## src/rtl/pipe_stage_hs.sv

```systemverilog
// pipe_stage_hs: handshaked pipeline stage register with flush and a
// saturating backpressure counter.
// Build option PIPE_STAGE_SKID_EN: two-entry skid variant whose in_ready is
// decoded from state flops only. Undefined: single register whose in_ready is
// out_ready || !out_valid.
module pipe_stage_hs #(
  parameter int unsigned WIDTH   = 32,
  parameter int unsigned CNT_BIT = 16
) (
  input  logic               clk,
  input  logic               rst,
  input  logic               flush,
  input  logic               in_valid,
  output logic               in_ready,
  input  logic [WIDTH-1:0]   in_data,
  output logic               out_valid,
  input  logic               out_ready,
  output logic [WIDTH-1:0]   out_data,
  output logic [CNT_BIT-1:0] stall_cnt
);

  typedef enum logic [1:0] {
    EMPTY = 2'd0,
    BUSY  = 2'd1,
    FULL  = 2'd2
  } state_t;

  state_t           state_q;
  state_t           state_d;
  logic [WIDTH-1:0] main_q;
  logic [WIDTH-1:0] main_d;
  logic             in_xfer;
  logic             out_xfer;
`ifdef PIPE_STAGE_SKID_EN
  logic [WIDTH-1:0] skid_q;
  logic [WIDTH-1:0] skid_d;
`endif

  assign out_valid = (state_q != EMPTY);
  assign out_data  = main_q;

`ifdef PIPE_STAGE_SKID_EN
  assign in_ready = (state_q != FULL);
`else
  assign in_ready = out_ready || !out_valid;
`endif

  assign in_xfer  = in_valid && in_ready;
  assign out_xfer = out_valid && out_ready;

  // Next-state and storage update; flush overrides any handshake.
  always_comb begin
    state_d = state_q;
    main_d  = main_q;
`ifdef PIPE_STAGE_SKID_EN
    skid_d  = skid_q;
`endif
    if (flush) begin
      state_d = EMPTY;
      main_d  = '0;
`ifdef PIPE_STAGE_SKID_EN
      skid_d  = '0;
`endif
    end else begin
      case (state_q)
        EMPTY: begin
          if (in_xfer) begin
            state_d = BUSY;
            main_d  = in_data;
          end
        end
        BUSY: begin
          if (in_xfer && out_xfer) begin
            main_d = in_data;
`ifdef PIPE_STAGE_SKID_EN
          end else if (in_xfer) begin
            state_d = FULL;
            skid_d  = in_data;
`endif
          end else if (out_xfer) begin
            // main keeps its value so out_data holds after draining
            state_d = EMPTY;
          end
        end
`ifdef PIPE_STAGE_SKID_EN
        FULL: begin
          if (out_xfer) begin
            state_d = BUSY;
            main_d  = skid_q;
          end
        end
`endif
        default: state_d = EMPTY;
      endcase
    end
  end

  // State and payload registers with synchronous reset.
  always_ff @(posedge clk) begin
    if (rst) begin
      state_q <= EMPTY;
      main_q  <= '0;
`ifdef PIPE_STAGE_SKID_EN
      skid_q  <= '0;
`endif
    end else begin
      state_q <= state_d;
      main_q  <= main_d;
`ifdef PIPE_STAGE_SKID_EN
      skid_q  <= skid_d;
`endif
    end
  end

  // Saturating count of cycles with valid output held off by downstream.
  always_ff @(posedge clk) begin
    if (rst) begin
      stall_cnt <= '0;
    end else if (out_valid && !out_ready && (stall_cnt != '1)) begin
      stall_cnt <= stall_cnt + CNT_BIT'(1);
    end
  end

endmodule

```

## config.mk

```make
export PLATFORM = sky130hd
export DESIGN_NAME = pipe_stage_hs
export DESIGN_NICKNAME = d
export VERILOG_FILES = /design/src/rtl/pipe_stage_hs.sv
export SDC_FILE = /design/constraint.sdc
export NUM_CORES = 1
export LEC_CHECK = 0
export ABC_AREA = 1
export CAP_MARGIN = 10
export CELL_PAD_IN_SITES_DETAIL_PLACEMENT = 1
export CELL_PAD_IN_SITES_GLOBAL_PLACEMENT = 2
export CORE_ASPECT_RATIO = 1.2
export CORE_UTILIZATION = 23
export CTS_CLUSTER_DIAMETER = 40
export DETAILED_ROUTE_END_ITERATION = 16
export PLACE_DENSITY = 0.84
export SKIP_LAST_GASP = 1
export SYNTH_ARGS = -nofsm -noshare
export SYNTH_HDL_FRONTEND = slang
export SYNTH_SLANG_ARGS = --single-unit
```

## constraint.sdc

```tcl
create_clock -name clk -period 2.2 [get_ports clk]
set_input_delay 0.44 -clock clk [delete_from_list [all_inputs] [get_ports clk]]
set_output_delay 0.44 -clock clk [all_outputs]
set_load 0.05 [all_outputs]
```

==> results of run 1 <==
cell families after synthesis:
family	synth area share
AO/OA/AOI/OAI	0.0897
adder cells (fa/ha/maj)	0.00606
buffers and inverters	0.0509
flip-flops	0.475
AND/OR/NAND/NOR	0.378
through the flow:
stage	utilization	total power, W	cells
after global routing	0.367	0.00194	500
after global placement	0.354	0.00121	492
after detailed placement	0.354	0.00122	492
after floorplan	-	0.00108	297
final	0.367	0.00184	500
after CTS	0.367	0.00189	500
power by group:
part           switching [W]  internal, W
registers          0.0000116     0.000907
logic               0.000154     0.000119
clock network       0.000310     0.000342
final timing paths:
kind                                    from  slack (ps)  depth (start not counted)            end
worst max-delay path            stall_cnt[2]         180                          1   stall_cnt[2]
worst min-delay path             out_data[1]         470                          2    out_data[1]
worst max register to register  stall_cnt[0]         610                          8  stall_cnt[14]
worst min register to register   out_data[1]         470                          2    out_data[1]
state kept, by name (all words and copies together), names as in the netlist:
name and flops:
out_data 32, stall_cnt 16, state_q 1
layer usage:
layer  vias to the layer above  wire, µm  global-route usage
li1                       1090         -                   -
met1                       974      2630               0.158
met2                        60      2860               0.240
met3                         5       485              0.0525
met4                         0        61              0.0380
met5                         -         0                   0
final cells by class:
type | instances | area, µm² | share of cell area
clock inverter | 2 | 38.8 | 0.0122
tap | 117 | 146 | 0.0460
inverter | 15 | 56.3 | 0.0177
sequential | 49 | 981 | 0.309
timing repair buffer | 89 | 906 | 0.285
multi-input combinational | 222 | 978 | 0.308
clock buffer | 6 | 72.6 | 0.0228
placed cells by master (no fill, tap or decap), drive strengths merged:
master	count
nor2	56
nand2	114
nand3b	1
bufinv	1
clkinv	1
inv	15
nand3	12
clkdlybuf4s50	85
o21ai	1
buf	4
ha	1
dfxtp	49
a21oi	36
or2	1
clkbuf	6
worst min-delay path, delay by kind of cell (launching register included):
kind | cells | cell delay (ps)
AO/OA/AOI/OAI | 1 | 50
flip-flops | 1 | 320
AND/OR/NAND/NOR | 1 | 60
==> impl_metrics.env, run 1 <==
export IMPL_status="completed"
export IMPL_synth_top_area_frac=0.475
export IMPL_route_antenna_remaining_nets=0
export IMPL_detail_route_wirelength_mm=6.04
export IMPL_arrival_ps=1580
export IMPL_grt_use_total=0.140
export IMPL_postCtsHoldBufs=0
export IMPL_firstDrtPassIters=4
export IMPL_end_kind="output pin"
export IMPL_yosysMostFrequentCell="nand2_1"
export IMPL_max_freq_mhz=494
export IMPL_worst_clock_skew_ps=9.72
export IMPL_nNetsFinal=420
export IMPL_report_final_hold_viol_count=0
export IMPL_cts_path_max_buffers=2
export IMPL_cts_setup_buffers=0
export IMPL_antenna_found_initial=0
export IMPL_cp_slowest_stage_delay_ps=840
export IMPL_synthToLayoutAreaGrowth_pct=54.0
export IMPL_fin_hold_ws_ps=468
export IMPL_async_flop_share=0
export IMPL_min_path_type="flip-flop to flip-flop"
export IMPL_yosys_warnings=0
export IMPL_wire_per_inst_um=12.1
export IMPL_io_pin_count=87
export IMPL_placed_area_um2=3070
export IMPL_stdcell_area_um2=3180
export IMPL_coreArea_um2=8660
export IMPL_worstSkewPairLatency_ps=300
export IMPL_tns_ps=0
export IMPL_critPathBufInv=1
export IMPL_synth_edf_count=0
export IMPL_rsz0062_at_grt="no"
export IMPL_ys_top_cells_by_count="111 x nand2_1, 49 x dfxtp_1, 43 x nor2_1"
export IMPL_drt_iter0_markers=50
export IMPL_worst_slack_ps=177
export IMPL_crit_path_max_fanout=6
export IMPL_die_width_um=88.5
export IMPL_overflow=0
export IMPL_syn_nets=335
export IMPL_drv_slew=0
export IMPL_htreeDepth=2
export IMPL_die_h_um=106
export IMPL_crit_slowest_cell="clkdlybuf4s50_1"
export IMPL_path_class="flip-flop to output pin"
export IMPL_maxSlewHeadroom=0.558
export IMPL_place_gp_congestion=0.696
export IMPL_period_share=0.919
export IMPL_rows=37
export IMPL_cts_sinks=49
export IMPL_numCtsBuffers=5
export IMPL_cts_tree="done"
export IMPL_yosysTopAreaCell="dfxtp_1"
export IMPL_ys_seq_area_frac=0.475
export IMPL_layout_drive_gt1_share=0.0757
export IMPL_synthDistinctLibCells=19
export IMPL_period_needed_ps=2020
export IMPL_postSynthCellCount=297
export IMPL_synthFlopType="dfxtp_1"
export IMPL_critical_path_top_delay_family="buffers and inverters"
export IMPL_grt_pass1_vias=2264
export IMPL_ys_ff_latch=49
export IMPL_required_ps=1760
export IMPL_syn_avg_cell_area_um2=6.95
export IMPL_p_leak_nw=1.20
export IMPL_clk_pin_slew_ps=90
export IMPL_crit_chain="clkdlybuf4s50_1"
export IMPL_dpl_worst_slack_ps=186
export IMPL_die_area_um2=9360
export IMPL_grt_pass1_wl_mm=10.4
export IMPL_n_antenna_cell=0
export IMPL_grt_max_degree=34
export IMPL_syn_area_um2=2060
export IMPL_ir_drop_v=0.000268
export IMPL_tightest_slew_ps=664
export IMPL_startpoint_type="flip-flop"
export IMPL_via_count=2129
export IMPL_netlist_top_cells_area="dfxtp_1 48%, nand2_1 20%, a21oi_1 8.7%"
export IMPL_fillers=1121
export IMPL_maxCapViolCount=0
export IMPL_cts_root_buffer="clkbuf_8"
export IMPL_dp_final_hpwl_mm=4.52
export IMPL_start_util=0.238
export IMPL_drcViolationCount=0
export IMPL_setup_viol=0
export IMPL_power_density_nw_per_um2=580
export IMPL_via_per_inst=4.26
export IMPL_cts_resized=0
export IMPL_port_buffers=86
(Power assumes the default switching activity.)
==> run 2, diff against run 1 <==
--- a/config.mk
+++ b/config.mk
@@ -10,10 +10,12 @@
 export CELL_PAD_IN_SITES_DETAIL_PLACEMENT = 1
 export CELL_PAD_IN_SITES_GLOBAL_PLACEMENT = 2
 export CORE_ASPECT_RATIO = 1.2
-export CORE_UTILIZATION = 23
+export CORE_UTILIZATION = 34
 export CTS_CLUSTER_DIAMETER = 40
 export DETAILED_ROUTE_END_ITERATION = 16
-export PLACE_DENSITY = 0.84
+export DONT_BUFFER_PORTS = 1
+export GPL_TIMING_DRIVEN = 0
+export PLACE_DENSITY = 0.83
 export SKIP_LAST_GASP = 1
 export SYNTH_ARGS = -nofsm -noshare
 export SYNTH_HDL_FRONTEND = slang
==> impl_metrics.env, run 2 (synthesized netlist as in run 1, its figures left out) <==
export IMPL_status="completed"
export IMPL_largest_reg_flops=32
export IMPL_multi_input_area_um2=978
export IMPL_firstDrtPassIters=3
export IMPL_start_util=0.359
export IMPL_setup_viol=0
export IMPL_cts_root_buffer="clkbuf_8"
export IMPL_cp_slowest_stage_delay_ps=710
export IMPL_grt_use_total=0.163
export IMPL_via_count=1824
export IMPL_rows=30
export IMPL_worstSkewPairLatency_ps=290
export IMPL_wire_per_inst_um=13.1
export IMPL_stdcell_area_um2=2250
export IMPL_ir_drop_v=0.000429
export IMPL_maxSlewHeadroom=0.556
export IMPL_drt_iter0_markers=39
export IMPL_crit_slowest_cell="dfxtp_1"
export IMPL_port_buffers=0
export IMPL_tns_ps=0
export IMPL_most_common_layout_cells="111 x nand2_1, 48 x dfxtp_1, 43 x nor2_1"
export IMPL_path_class="flip-flop to flip-flop"
export IMPL_clk_pin_slew_ps=90
export IMPL_drcViolationCount=0
export IMPL_crit_top_cell="nor2_1"
export IMPL_cts_path_max_buffers=2
export IMPL_n_antenna_cell=0
export IMPL_crit_path_max_fanout=5
export IMPL_grt_pass1_vias=1827
export IMPL_via_per_inst=4.74
export IMPL_period_share=0.882
export IMPL_route_antenna_remaining_nets=0
export IMPL_timing_rr_end="stall_cnt[14]"
export IMPL_reg2reg_setup_slack_ps=260
export IMPL_worstRegToRegCells=8
export IMPL_power_density_nw_per_um2=713
export IMPL_report_final_hold_viol_count=0
export IMPL_worstHoldPathCells=1
export IMPL_tightest_slew_ps=665
export IMPL_crit_chain="ha_1 -> inv_1 -> nor2_1 -> nand3_1 -> nor2_1 -> nand3_1 -> nand2_1 -> nor2_1"
export IMPL_hp_start="rst"
export IMPL_postCtsHoldBufs=0
export IMPL_io_pin_count=87
export IMPL_end_kind="flip-flop"
export IMPL_die_width_um=73.1
export IMPL_place_gp_congestion=0.743
export IMPL_die_area_um2=6390
export IMPL_grt_pass1_wl_mm=8.04
export IMPL_seqCellArea_um2=982
export IMPL_detail_route_wirelength_mm=5.03
export IMPL_cts_sinks=49
export IMPL_cts_resized=0
export IMPL_fillers=764
export IMPL_worst_clock_skew_ps=5.53
export IMPL_period_needed_ps=1940
export IMPL_cts_setup_buffers=0
export IMPL_overflow=0
export IMPL_final_common_cell="nand2_1"
export IMPL_p_leak_nw=0.872
export IMPL_coreArea_um2=5740
export IMPL_min_path_type="primary input to flip-flop"
export IMPL_dp_final_hpwl_mm=3.81
export IMPL_required_ps=2390
export IMPL_numCtsBuffers=5
export IMPL_rsz0062_at_grt="no"
export IMPL_layout_drive_gt1_share=0.0951
export IMPL_hold_end="stall_cnt[12]"
export IMPL_grt_max_degree=15
export IMPL_rr_startpoint="stall_cnt[0]"
export IMPL_cts_tree="done"
export IMPL_die_h_um=87.4
export IMPL_arrival_ps=2130
export IMPL_maxCapViolCount=0
export IMPL_drv_slew=0
export IMPL_startpoint_type="flip-flop"
export IMPL_antenna_found_initial=0
export IMPL_max_freq_mhz=515
export IMPL_nNetsFinal=342
export IMPL_placed_area_um2=2160
export IMPL_htreeDepth=2
export IMPL_synthToLayoutAreaGrowth_pct=8.97
## run 2: cell count changes in the layout (fill, tap and decap cells not counted), moves of 2 or more
cell and change:
clkbuf_1 +8, buf_12 -2, clkdlybuf4s50_1 -85, buf_2 +3
## run 2: power breakdown
group | internal [W] | switching (W) | total (W)
Clock | 0.000226 | 0.000293 | 0.000518
Sequential | 0.000907 | 0.0000872 | 0.000994
Combinational | 0.0000285 | 0.0000618 | 0.0000903
## run 2: worst max-delay path, delay by kind of cell (launching register included)
kind          cells  cell delay [ps]
flops             1              710
simple gates      6              810
buf+inv           1               60
fa+ha+maj         1              240
## run 2: through the flow
step                std cells  power, W  utilization  hold slack [ps]  setup WS (ps)
floorplan                 297   0.00108            -              509            365
global placement          377   0.00111        0.377              511            115
detailed placement        377   0.00111        0.377              513           61.5
CTS                       385   0.00164        0.392              188           29.7
global route              385   0.00169        0.392              178            101
finish                    385   0.00160        0.392              204            259
## run 2: how the worst max path moves through the flow
stage | from | end | cells past startpoint
after global routing | stall_cnt[0] | stall_cnt[14] | 8
after detailed placement | state_q[0] | out_data[11] | 5
final | stall_cnt[0] | stall_cnt[14] | 8
after CTS | state_q[0] | out_data[11] | 5
after global placement | state_q[0] | stall_cnt[14] | 7
after floorplan | state_q[0] | stall_cnt[14] | 7
## run 2: final cells by class
class | instances | area share
buffer | 11 | 0.0217
clock buffer | 7 | 0.0339
clock inverter | 1 | 0.00334
inverter | 15 | 0.0250
multi-input combinational | 222 | 0.435
sequential | 49 | 0.437
tap | 80 | 0.0445
## run 2: per-layer routing
metal	wire, µm	global-route usage	vias to the layer above
met3	367	0.0544	2
met5	0	0	-
met4	31	0.0535	0
li1	-	-	934
met2	2580	0.289	55
met1	2060	0.180	833
==> run 3, diff against run 2 <==
--- a/config.mk
+++ b/config.mk
@@ -15,7 +15,7 @@
 export DETAILED_ROUTE_END_ITERATION = 16
 export DONT_BUFFER_PORTS = 1
 export GPL_TIMING_DRIVEN = 0
-export PLACE_DENSITY = 0.83
+export PLACE_DENSITY = 0.91
 export SKIP_LAST_GASP = 1
 export SYNTH_ARGS = -nofsm -noshare
 export SYNTH_HDL_FRONTEND = slang
==> impl_metrics.env, run 3 (synthesized netlist as in run 1, its figures left out) <==
export IMPL_report_final_hold_viol_count=0
export IMPL_setup_viol=0
export IMPL_tightest_slew_ps=642
export IMPL_n_antenna_cell=0
export IMPL_rows=30
export IMPL_htreeDepth=2
export IMPL_crit_path_max_fanout=5
export IMPL_grt_use_total=0.168
export IMPL_most_common_layout_cells="111 x nand2_1, 48 x dfxtp_1, 43 x nor2_1"
export IMPL_port_buffers=0
export IMPL_antenna_found_initial=0
export IMPL_seqCellArea_um2=982
export IMPL_die_width_um=73.1
export IMPL_cts_setup_buffers=0
export IMPL_die_area_um2=6390
export IMPL_cts_path_max_buffers=2
export IMPL_worstRegToRegCells=8
export IMPL_clk_pin_slew_ps=90
export IMPL_stdcell_area_um2=2290
export IMPL_place_gp_congestion=0.746
export IMPL_arrival_ps=2180
export IMPL_status="completed"
export IMPL_p_leak_nw=0.891
export IMPL_firstDrtPassIters=4
export IMPL_numCtsBuffers=5
export IMPL_startpoint_type="flip-flop"
export IMPL_synthToLayoutAreaGrowth_pct=10.7
export IMPL_largest_reg_flops=32
export IMPL_worstSkewPairLatency_ps=300
export IMPL_rsz0062_at_grt="no"
export IMPL_required_ps=2400
export IMPL_die_h_um=87.4
export IMPL_via_per_inst=4.69
export IMPL_timing_rr_end="stall_cnt[14]"
export IMPL_clkPwrFrac=0.385
export IMPL_p_switching_w=0.000457
export IMPL_period_share=0.897
export IMPL_final_common_cell="nand2_1"
export IMPL_detail_route_wirelength_mm=5.07
export IMPL_wire_per_inst_um=13.2
export IMPL_grt_pass1_vias=1883
export IMPL_p_int_w=0.00131
export IMPL_drv_slew=0
export IMPL_postCtsHoldBufs=0
export IMPL_cts_sinks=49
export IMPL_start_util=0.359
export IMPL_placed_area_um2=2160
export IMPL_critical_path_startpoint="stall_cnt[0]"
export IMPL_multi_input_area_um2=978
export IMPL_power_density_nw_per_um2=771
export IMPL_reg2reg_setup_slack_ps=230
export IMPL_maxCapViolCount=0
export IMPL_layout_drive_gt1_share=0.102
export IMPL_comb_power_share=0.051
export IMPL_p_seq_frac=0.564
export IMPL_dp_final_hpwl_mm=3.83
export IMPL_coreArea_um2=5740
export IMPL_io_pin_count=87
export IMPL_fillers=752
export IMPL_overflow=0
export IMPL_switching_share=0.259
export IMPL_path_class="flip-flop to flip-flop"
export IMPL_nNetsFinal=342
export IMPL_period_needed_ps=1970
export IMPL_min_path_type="primary input to flip-flop"
export IMPL_cts_tree="done"
export IMPL_max_freq_mhz=507
export IMPL_cts_root_buffer="clkbuf_8"
export IMPL_route_antenna_remaining_nets=0
export IMPL_grt_max_degree=16
export IMPL_maxSlewHeadroom=0.572
export IMPL_drt_iter0_markers=18
export IMPL_ir_drop_v=0.000310
export IMPL_crit_path_end="stall_cnt[14]"
export IMPL_worst_clock_skew_ps=4.60
export IMPL_rr_startpoint="stall_cnt[0]"
export IMPL_tns_ps=0
export IMPL_cts_resized=0
export IMPL_end_kind="flip-flop"
export IMPL_grt_pass1_wl_mm=8.34
export IMPL_via_count=1805
export IMPL_drcViolationCount=0
## run 3: changes by cell type in the layout (fill, tap and decap cells not counted)
cell and delta:
bufinv_16 +1, clkbuf_1 -2, clkbuf_8 +1
## run 3: worst min-delay path by stage
stage | startpoint | end | depth (start not counted)
finish | rst | stall_cnt[12] | 1
global route | rst | stall_cnt[12] | 1
CTS | rst | stall_cnt[12] | 1
detailed placement | rst | stall_cnt[12] | 1
global placement | rst | stall_cnt[12] | 1
floorplan | rst | stall_cnt[12] | 1
## run 3: layer usage
layer  up-vias  global-route usage  part of all wire
met3         4              0.0521             0.069
li1        935                   -                 -
met5         -                   0                 0
met4         0              0.0588             0.012
met1       811               0.172              0.41
met2        55               0.316              0.51
## run 3: stage by stage
stage          hold WS, ps  worst slack [ps]  total power, W   util  instances
2_1_floorplan          509               365         0.00108      -        297
3_3_place_gp           511               101         0.00110  0.377        377
3_5_place_dp           513              78.1         0.00111  0.377        377
4_1_cts                182              55.2         0.00179  0.398        385
5_1_grt                176               102         0.00184  0.398        385
6_report               195               226         0.00176  0.398        385
## run 3: final cells by class
cell class / instances / share of cell area
buffer: 11 / 0.0213
clock buffer: 6 / 0.0361
clock inverter: 2 / 0.0164
inverter: 15 / 0.0246
multi-input combinational: 222 / 0.428
sequential: 49 / 0.430
tap: 80 / 0.0438
## run 3: critical path, stage by stage, from the launching register on
cell and delay, ps:
dfxtp_1 720, ha_1 240, inv_1 50, nor2_1 280
nand3_1 190, nor2_1 170, nand3_1 90, nand2_1 90
nor2_1 40
## run 3: power by group through the flow
stage | logic (W) | registers, W | clock network (W)
2_1_floorplan | 0.0000716 | 0.00101 | 0
3_3_place_gp | 0.0000892 | 0.00102 | 0
3_5_place_dp | 0.0000923 | 0.00102 | 0
4_1_cts | 0.0000925 | 0.000995 | 0.000705
5_1_grt | 0.000104 | 0.000998 | 0.000740
6_report | 0.0000893 | 0.000994 | 0.000679
